--- src/rtl/current_adc_reader.sv ---
// Periodic 12-bit SPI current ADC reader with boxcar averaging.
// Every SAMPLE_PERIOD clocks one 16-SCLK frame is clocked in. The 12 data bits
// are accumulated, and every 2^AVG_LOG2 frames their floor average is published.
module current_adc_reader #(
  parameter int CLK_DIV       = 4,
  parameter int SAMPLE_PERIOD = 1000,
  parameter int AVG_LOG2      = 2
) (
  input  logic        clk,
  input  logic        rst,
  input  logic        adc_miso,
  output logic        adc_sclk,
  output logic        adc_cs_n,
  output logic [11:0] current_b_out,
  output logic        sample_valid,
  output logic        adc_busy
);

  localparam int TW = (SAMPLE_PERIOD > 1) ? $clog2(SAMPLE_PERIOD) : 1;
  localparam int DW = (CLK_DIV > 1) ? $clog2(CLK_DIV) : 1;
  localparam int AW = 12 + AVG_LOG2;
  localparam int NW = AVG_LOG2 + 1;

  typedef enum logic [2:0] {IDLE, CS_SETUP, SHIFT, CS_HOLD, ACCUM} state_t;

  state_t          state, state_nx;
  logic [TW-1:0]   tick_cnt;
  logic            tick;
  logic [DW-1:0]   div_cnt, div_nx;
  logic [3:0]      bit_cnt, bit_nx;
  logic [11:0]     sr, sr_nx;
  logic [AW-1:0]   acc, acc_nx, sum;
  logic [NW-1:0]   n_cnt, n_nx;
  logic            sclk_nx, cs_n_nx, valid_nx;
  logic [11:0]     out_nx;
  logic            div_last;

  assign tick     = (tick_cnt == TW'(SAMPLE_PERIOD - 1));
  assign div_last = (div_cnt == DW'(CLK_DIV - 1));
  assign adc_busy = (state == CS_SETUP) || (state == SHIFT) || (state == CS_HOLD);

  // Free-running conversion-start timer; never held off by a busy frame.
  always_ff @(posedge clk) begin
    if (rst || tick) tick_cnt <= '0;
    else             tick_cnt <= tick_cnt + 1'b1;
  end

  // Next-state and next-output logic for the frame sequencer.
  always_comb begin
    state_nx = state;
    div_nx   = div_cnt;
    bit_nx   = bit_cnt;
    sr_nx    = sr;
    acc_nx   = acc;
    n_nx     = n_cnt;
    sclk_nx  = adc_sclk;
    cs_n_nx  = adc_cs_n;
    out_nx   = current_b_out;
    valid_nx = 1'b0;
    sum      = acc + AW'(sr);
    case (state)
      IDLE: begin
        if (tick) begin
          state_nx = CS_SETUP;
          cs_n_nx  = 1'b0;
          div_nx   = '0;
        end
      end
      CS_SETUP: begin
        if (div_last) begin
          state_nx = SHIFT;
          div_nx   = '0;
          bit_nx   = '0;
        end else begin
          div_nx = div_cnt + 1'b1;
        end
      end
      SHIFT: begin
        if (div_last) begin
          div_nx = '0;
          if (!adc_sclk) begin
            sclk_nx = 1'b1;
            // Periods 4..15 (index 3..14) carry data MSB first; the rest are dropped.
            if (bit_cnt >= 4'd3 && bit_cnt <= 4'd14) sr_nx = {sr[10:0], adc_miso};
          end else begin
            sclk_nx = 1'b0;
            if (bit_cnt == 4'd15) begin
              state_nx = CS_HOLD;
              cs_n_nx  = 1'b1;
            end else begin
              bit_nx = bit_cnt + 1'b1;
            end
          end
        end else begin
          div_nx = div_cnt + 1'b1;
        end
      end
      CS_HOLD: begin
        if (div_last) begin
          state_nx = ACCUM;
          div_nx   = '0;
        end else begin
          div_nx = div_cnt + 1'b1;
        end
      end
      ACCUM: begin
        state_nx = IDLE;
        if (n_cnt == NW'((1 << AVG_LOG2) - 1)) begin
          out_nx   = 12'(sum >> AVG_LOG2);
          valid_nx = 1'b1;
          acc_nx   = '0;
          n_nx     = '0;
        end else begin
          acc_nx = sum;
          n_nx   = n_cnt + 1'b1;
        end
      end
      default: state_nx = IDLE;
    endcase
  end

  // State and registered outputs; reset aborts any frame in flight.
  always_ff @(posedge clk) begin
    if (rst) begin
      state         <= IDLE;
      div_cnt       <= '0;
      bit_cnt       <= '0;
      sr            <= '0;
      acc           <= '0;
      n_cnt         <= '0;
      adc_sclk      <= 1'b0;
      adc_cs_n      <= 1'b1;
      current_b_out <= '0;
      sample_valid  <= 1'b0;
    end else begin
      state         <= state_nx;
      div_cnt       <= div_nx;
      bit_cnt       <= bit_nx;
      sr            <= sr_nx;
      acc           <= acc_nx;
      n_cnt         <= n_nx;
      adc_sclk      <= sclk_nx;
      adc_cs_n      <= cs_n_nx;
      current_b_out <= out_nx;
      sample_valid  <= valid_nx;
    end
  end

endmodule

--- config.mk ---
export PLATFORM = sky130hd
export DESIGN_NAME = current_adc_reader
export DESIGN_NICKNAME = d
export VERILOG_FILES = /design/src/rtl/current_adc_reader.sv
export SDC_FILE = /design/constraint.sdc
export NUM_CORES = 1
export LEC_CHECK = 0
export ABC_AREA = 1
export CELL_PAD_IN_SITES_DETAIL_PLACEMENT = 2
export CELL_PAD_IN_SITES_GLOBAL_PLACEMENT = 2
export CORE_AREA = 3 3 109 111
export CTS_BUF_LIST = sky130_fd_sc_hd__clkbuf_4 sky130_fd_sc_hd__clkbuf_8
export CTS_CLUSTER_DIAMETER = 50
export DETAILED_ROUTE_END_ITERATION = 6
export DIE_AREA = 0 0 112 114
export GPL_TIMING_DRIVEN = 0
export PLACE_DENSITY_LB_ADDON = 0.1
export REMOVE_ABC_BUFFERS = 1
export SLEW_MARGIN = 20
export SYNTH_ARGS = -nofsm -noshare
export SYNTH_HDL_FRONTEND = slang
export SYNTH_SLANG_ARGS = --single-unit
--- constraint.sdc ---
create_clock -name clk -period 1.7 [get_ports clk]
set_input_delay 0.34 -clock clk [delete_from_list [all_inputs] [get_ports clk]]
set_output_delay 0.34 -clock clk [all_outputs]
set_load 0.05 [all_outputs]
-- Yosys cells after proc, flatten, opt, wreduce, memory -nomap -nowiden
Cells that the tools add are included.
W data, S select, Z words.
- register bits: 63
- input port bits: 3
- output and inout bits: 16
- word-level logic and storage cells: 76
- $add $sub $neg: 5
- order comparisons: 2
- equality and inequality tests: 15
- muxes and demuxes: 24
- bitwise operators: 2
- reductions and logical operators: 17
- operator list (cell ; number):
    $mux W3 ; 7
    $mux W4 ; 4
    $add A14 B12 Y14 ; 1
    $mux W14 ; 1
    $ne A2 B2 Y1 const B ; 6
    $pmux W3 S4 ; 1
    $add A10 B1 Y10 const B ; 1
    $eq A10 B10 Y1 const B ; 1
    $reduce_and A5 Y1 ; 2
    $eq A3 B2 Y1 const B ; 3
    $pmux W4 S2 ; 1
    $mux W1 ; 6
    $reduce_and A2 Y1 ; 3
    $reduce_and A6 Y1 ; 1
    $reduce_bool A2 Y1 ; 3
    $add A4 B1 Y4 const B ; 1
    $eq A4 B4 Y1 const B ; 1
    $ge A4 B2 Y1 const B ; 1
    $le A4 B4 Y1 const B ; 1
    $mux W2 ; 2
    $pmux W2 S2 ; 1
    $reduce_and A4 Y1 ; 1
    $add A3 B1 Y3 const B ; 1
    $eq A3 B1 Y1 const B ; 1
    other kinds (11) ; 14

-- Depth between registers and ports, before layout
- depth after elaboration: 5
- mapped depth: 13
- gate-level depth less buffers: 13

-- Worst setup path before layout
Ideal clock, no wire load.
- path type: flip-flop to flip-flop
- start: register state[1]
- end: register state[0]
- setup time: 0.118 ns
- arrival: 1.750 ns
- required time: 1.582 ns
- setup slack: -0.168 ns
- cell stages (with the launch flop): 10
- cells stage by stage: dfxtp_1 -> nor2_2 -> nor2_1 -> nand2_1 -> nand2_1 -> inv_1 -> nand3_1 -> nand2_1 -> nand2_1 -> a21oi_1
- longest elaborated chain between the ends: 3
- elaborated cells on any way between the ends: 12
- those cells by class: eq/ne: 9; mux: 1; reduce/logical: 2
- ends and longest elaborated chain (element ; RTL line ; source):
    start, declared ; 26 ; state_t state, state_nx;
    start signal, assigned ; 136 ; state <= state_nx;
    $eq A3 B2 Y1, or another cell as far along ; 61 ; case (state)
    $ne A2 B2 Y1 (no line) or $ne A2 B1 Y1 (tied branches) ; - ;
    $reduce_and A6 Y1 (no line) ; - ;
Several ways; a longest one is shown, not always the timed one.
A chain may end at the register's enable or synchronous reset.

-- Worst setup path after layout
- start: register sr[0]
- end: register acc[4]
- longest elaborated chain between the ends: 2
- ends and longest elaborated chain (element ; RTL line ; source):
    start, declared ; 31 ; logic [11:0] sr, sr_nx;
    start signal, assigned ; 139 ; sr <= sr_nx;
    $add A14 B12 Y14 ; 60 ; sum = acc + AW'(sr);
    $mux W14 ; 108 ; if (n_cnt == NW'((1 << AVG_LOG2) - 1)) begin
    end signal, assigned ; 140 ; acc <= acc_nx;
    end, declared ; 32 ; logic [AW-1:0] acc, acc_nx, sum;
No other way between the ends.

==> summary.txt <==
Run
  • Max-cap violations: 0

Synth
  • Synth cell types: 31
  • Number of flops mapped to enable cells by yosys: 0
  • Cell area after synthesis: 3370 µm²
  • Mean post-synth cell area: 6.68 µm²
  • Top cells by area, synth: dfxtp_1 37%, nand2_1 14%, inv_1 8.0%
  • Yosys reg bits: 63
  • Count leader, synth: nand2_1
  • Top FF cell, synth: dfxtp_1
  • Synth Warn #: 0
  • Commonest cells in the netlist: 130 x nand2_1, 72 x inv_1, 63 x dfxtp_1, 63 x nor2_1
  • Post-synth ARST share: 0
  • Area leader, netlist: dfxtp_1
  • Sequential-to-total area share from yosys stat: 0.375
  • Yosys top cell area share: 0.375
  • Cells after Synth: 504

Place
  • PortBufs: 18
  • RePlAce Congestion: 0.781
  • Post-Place Worst Slack: -558 ps
  • Cell Area, Placed: 3660 µm²
  • HPWL after detailed placement: 7.09 mm

Run status
  • Failing checks: setup timing
  • Status: finished, violations left

Detailed routing
  • Total Wirelength: 10.7 mm
  • Post-route ant nets: 0
  • # DRC: 0
  • Initial DRC count: 110
  • Avg Vias per Cell: 4.83
  • Via count: 3,312
  • First-pass DRT Iterations: 4
  • WL/cell: 15.6 µm

Cells and area
  • Fin nets: 562
  • Final Instance Area: 4370 µm²
  • Sequential cell area: 1280 µm²
  • Area of the multi-input gates: 2090 µm²
  • Final core utilization: 0.401
  • Fill cells: 1,282
  • Layout cells sized above 1: 0.216
  • Syn-to-layout area delta: 29.8%
  • Antenna cell count: 0

GRT
  • GR Layer Usage met2: 0.337
  • Largest net degree at the start of global routing: 32
  • First-pass GRT wire length: 17.5 mm
  • Met1 usage: 0.185
  • Met3 Use GR: 0.0366
  • Total track usage: 0.172
  • Vias in the first global route: 3,609
  • Most used routing layer: met2
  • Congestion Overflow GR: 0
  • Initial antenna violation count: 0

Clocking
  • CTS tree: yes
  • Cts bufs inserted: 9
  • Clock sink total: 63
  • Htree depth: 3
  • Skew-Pair Late Insertion Delay: 350 ps
  • CTS Root Cell: clkbuf_8
  • Cts hold-fix bufs: 0
  • Clock Pin Slew Worst Setup and Hold Paths: 70 ps
  • Max Root-Sink Buffers: 2

Timing
  • Worst setup margin: -10.7 ps
  • RSZ-0062 raised after global routing: yes
  • Slew at the pin with the worst max-slew slack: 509 ps
  • Final Max Tran Viols: 0
  • Clock skew: 12.9 ps
  • Post-route minimum period: 1710 ps
  • Final Setup Violations: 3
  • Period utilisation layout: 1.01
  • Rel. slew slack: 0.659
  • Fmax: 0.585 GHz
  • Final Hold Vio Count: 0
  • Final setup TNS: -19.5 ps

Floorplan
  • Initial Util: 0.309
  • Die Ht: 114 µm
  • Rows: 38
  • Boundary Pins: 19
  • Die area: 12,800 µm²
  • Core ar.: 10,900 µm²
  • Die W: 112 µm

Critical path
  • Worst r2r path cells: 10
  • Slowest cell on crit path: dfxtp_2
  • Delay of the slowest critical-path stage: 360 ps
  • Worst Path Arrival: 1990 ps
  • Endpoint class of the critical path: register
  • Critical path cell sequence: ha_4 -> inv_2 -> fa_2 -> inv_2 -> nand3_2 -> nand3_4 -> buf_6 -> xor2_4 -> nand2_1 -> a21oi_1
  • Most common cell on crit path: inv_2
  • Critical Path Source Type: register
  • Max FO, Critical Path: 4
  • Crit path required time: 1980 ps
  • Crit Path Class: register to register

Pwr
  • Design Power: 3510 µW
  • Max rail drop VDD: 0.000556 V
  • Pwr dens: 804 nW/µm²
  • Leakage: 0.00199 µW

Worst hold path
  • Hold depth: 2
  • Min-delay worst type: input pin to register
==> path summary, 6_finish.rpt <==
kind                     startpoint                 endpoint  slack (ps)
max              sr[0]$_SDFFE_PP0P_      acc[4]$_SDFFE_PP0N_         -10
min                             rst  sample_valid$_SDFF_PP0_         400
max reg2reg      sr[0]$_SDFFE_PP0P_      acc[4]$_SDFFE_PP0N_         -10
min reg2reg  tick_cnt[0]$_SDFF_PP0_   tick_cnt[0]$_SDFF_PP0_         460
==> final cells by class <==
cell class,instances,area share
inverters,77,0.0676
flip-flops and latches,63,0.294
clock buffers,10,0.0301
multi-input cells,353,0.479
repair inverters,1,0.00115
well taps,140,0.0401
clock inverters,6,0.0140
repair buffers,36,0.0742
==> registers in the layout (all words and copies together), names as in the netlist <==
name           flops
acc               14
adc_sclk           1
n_cnt              3
state              3
bit_cnt            4
adc_cs_n           1
sr                12
current_b_out     12
tick_cnt          10
div_cnt            2
sample_valid       1
==> worst max-delay path, delay by kind of cell (launching register included) <==
family                   cells  cell delay (ps)
AO/OA/AOI/OAI                1              120
XOR/XNOR                     1              160
adder cells (fa/ha/maj)      2              500
buffers and inverters        3              240
flip-flops                   1              360
AND/OR/NAND/NOR              3              250
==> what timing repair did <==
action,4_1_cts,5_1_grt
setup endpoints to repair,63,45
resized for setup,53,61
pin swaps,7,9
endpoints found under the hold margin,0,0
buffers inserted,14,3
gates cloned,2,0
==> layer usage <==
layer	vias to the layer above	wire length [µm]
li1	1668	-
met1	1611	4540
met2	23	5810
met3	10	211
met4	0	128
met5	-	0
==> power by group <==
part	total, µW	internal [µW]	switching, µW
Clock	1320	688	633
Combinational	599	175	424
Sequential	1590	1530	57.8
==> cells by family (layout without fill, tap and decap cells) <==
family	Yosys count	count (layout)	synth area share
compound gates	65	65	0.100
fa+ha+maj	18	18	0.0691
xor+xnor	5	5	0.0130
flops	63	63	0.375
buf+inv	89	130	0.107
simple gates	264	265	0.335
==> layout by cell type (no fill, tap or decap), types with 2 or more instances in the layout <==
cell	instances
nor2_4	7
nor3_1	17
a21oi_2	2
nor2_2	4
nor4_1	2
clkinvlp_4	2
dfxtp_2	14
inv_1	68
xor2_1	3
buf_4	16
dlygate4sd2_1	15
o21ai_0	18
o21ai_1	9
dfxtp_1	48
a21oi_1	31
nand4_1	4
nor3b_1	2
nand3_4	3
clkbuf_8	9
buf_12	2
nand3_1	24
nor2_1	59
nand2_2	16
ha_1	5
a21o_1	2
clkinv_2	3
buf_6	2
inv_2	7
nand2_4	2
nand2_1	115
nand3_2	7
ha_4	12
==> through the flow <==
| step | hold WS (ps) | instances |
|---|---|---|
| after floorplan | 409 | 492 |
| after global placement | 429 | 650 |
| after detailed placement | 446 | 651 |
| after CTS | 387 | 683 |
| after global routing | 406 | 686 |
| final | 402 | 686 |
Note: power is estimated with default switching activity, not from simulation.
==> RTL edit (same flow settings) <==
Reset style: asynchronous (`rst`), changed in one clocked block.
--- a/src/rtl/current_adc_reader.sv
+++ b/src/rtl/current_adc_reader.sv
@@ -121,5 +121,5 @@
 
   // State and registered outputs; reset aborts any frame in flight.
-  always_ff @(posedge clk) begin
+  always_ff @(posedge clk or posedge rst) begin
     if (rst) begin
       state         <= IDLE;
Function: no difference found for any inputs over 10 cycles, from zero or initial values and one cycle with rst high; that may be too few to reach the edited logic, so the function may still have changed.
==> RTL edit against the original RTL <==
The flow still finishes with violations (setup timing). Area after synthesis is 4.3% higher. Sequential cell count stayed put. Core utilization is 2.3 points higher. Routed wire length is 0.24% lower. Worst setup slack worse by 73 ps. Die area stayed put. Design area is 5.7% higher. Sequential share of layout area is 4.0 points higher.
Power is not compared: it rests on default switching activity, and its combinational part moved more than twofold at a synthesized area within 25%.
==> RTL edit: results (changes against the original RTL) <==
metric	value	unit	change
status	finished with violations		
violations	setup timing		
reg_top3	acc: 14 flops, current_b_out: 12 flops, sr: 12 flops		
num-fill-cells	1229		-4.1%
drive_gt1_frac	0.252		+0.0363
crit_arrival	2010	ps	+20 ps
synth.distinct_cells	36		+16%
place_congestion	0.756		-3.2%
globalRouteMet1Util	0.207		+0.0219
cp_slowest_cell	dfrtp_1		
cp_max_fo	3		-1
fin_skew	17.4	ps	+4.46 ps
ys_dominant_reg_cell	dfrtp_1		
grt_pass1_wl	17.8	mm	+1.7%
worstHoldPathType	input port to asynchronous set/reset pin		
wl_met1	4.71	mm	+3.8%
fin_nets	531		-5.5%
routed-wl-met2	5.56	mm	-4.3%
worstRegToRegCells	11		+1
fin_setup_tns	-284	ps	-265 ps
ys_top_cells_by_area	dfrtp_1, nand2_1, nand3_1		
postSynth.asyncResetShare	0.841		+0.841
post_dp_cell_area	3860	µm²	+5.6%
first_iter_violations	102		-7.3%
synth_common_cells	nand2_1, inv_1, dfrtp_1, nand3_1, nor2_1		
dr_wl_met3	223	µm	+5.7%
yosysSeqAreaShare	0.435		+0.0606
totalWireLength	10.7	mm	-0.24%
met2_usage	0.315		-0.0220
r2r_end	current_b_out[4]		
critPathMaxStageDelay	420	ps	+60 ps
grt_max_degree	54		+69%
cap_violations	0		unchanged
grt_pass1_vias	3561		-1.3%
setup_ws	-83.2	ps	-72.5 ps
setup_viol	6		+3
cp_top_family	simple AND/OR/NAND/NOR gates		
r2r-start	acc[0]		
maxSlewHeadroom	0.653		-0.00514
[RTL edit: area by class of cell]
| class | count | area share |
|---|---|---|
| sequential | 63 | 0.333 |
| multi-input combinational | 336 | 0.454 |
| inverter | 62 | 0.0537 |
| clock buffer | 12 | 0.0317 |
| timing repair buffer | 38 | 0.0745 |
| clock inverter | 4 | 0.0152 |
| tap | 140 | 0.0380 |
[RTL edit: how the worst max path moves through the flow]
stage / startpoint / slack, ps / depth (start not counted) / endpoint
final: acc[0] / -80 / 11 / current_b_out[4]
after global routing: acc[0] / -180 / 9 / acc[10]
after CTS: acc[0] / -130 / 11 / current_b_out[4]
after detailed placement: sr[0] / -390 / 11 / current_b_out[4]
after global placement: rst / -1870 / 4 / tick_cnt[9]
after floorplan: rst / -490 / 3 / tick_cnt[9]
[RTL edit: where the power goes]
part | internal (µW) | switching [µW] | total [µW]
Sequential | 1500 | 5.43 | 1510
Combinational | 16.2 | 36.8 | 53.0
Clock | 872 | 630 | 1500
[RTL edit: what timing repair did]
item,CTS,global route
setup buffers,12,7
pin swaps,9,28
cloned,0,0
setup endpoints to repair,47,35
gates resized for setup,61,59
[RTL edit: logic make-up after synthesis]
kind of cell | share of synthesized area
DFF | 0.435
adders and majority gates | 0.0663
buffers and inverters | 0.0799
xor gates and xnor gates | 0.0175
AOI/OAI and AO/OA | 0.0521
and+or+nand+nor | 0.349
[RTL edit: metrics by stage]
stage          utilization  hold slack (ps)  worst slack [ps]  cells  total power (µW)
6_report             0.424              428             -83.2    655              3060
5_1_grt              0.424              449              -178    655              3180
4_1_cts              0.398              433              -126    648              3090
3_5_place_dp         0.355              459              -392    620              1590
3_3_place_gp         0.351              447             -1870    619              1580
2_1_floorplan            -              418              -489    461              1560
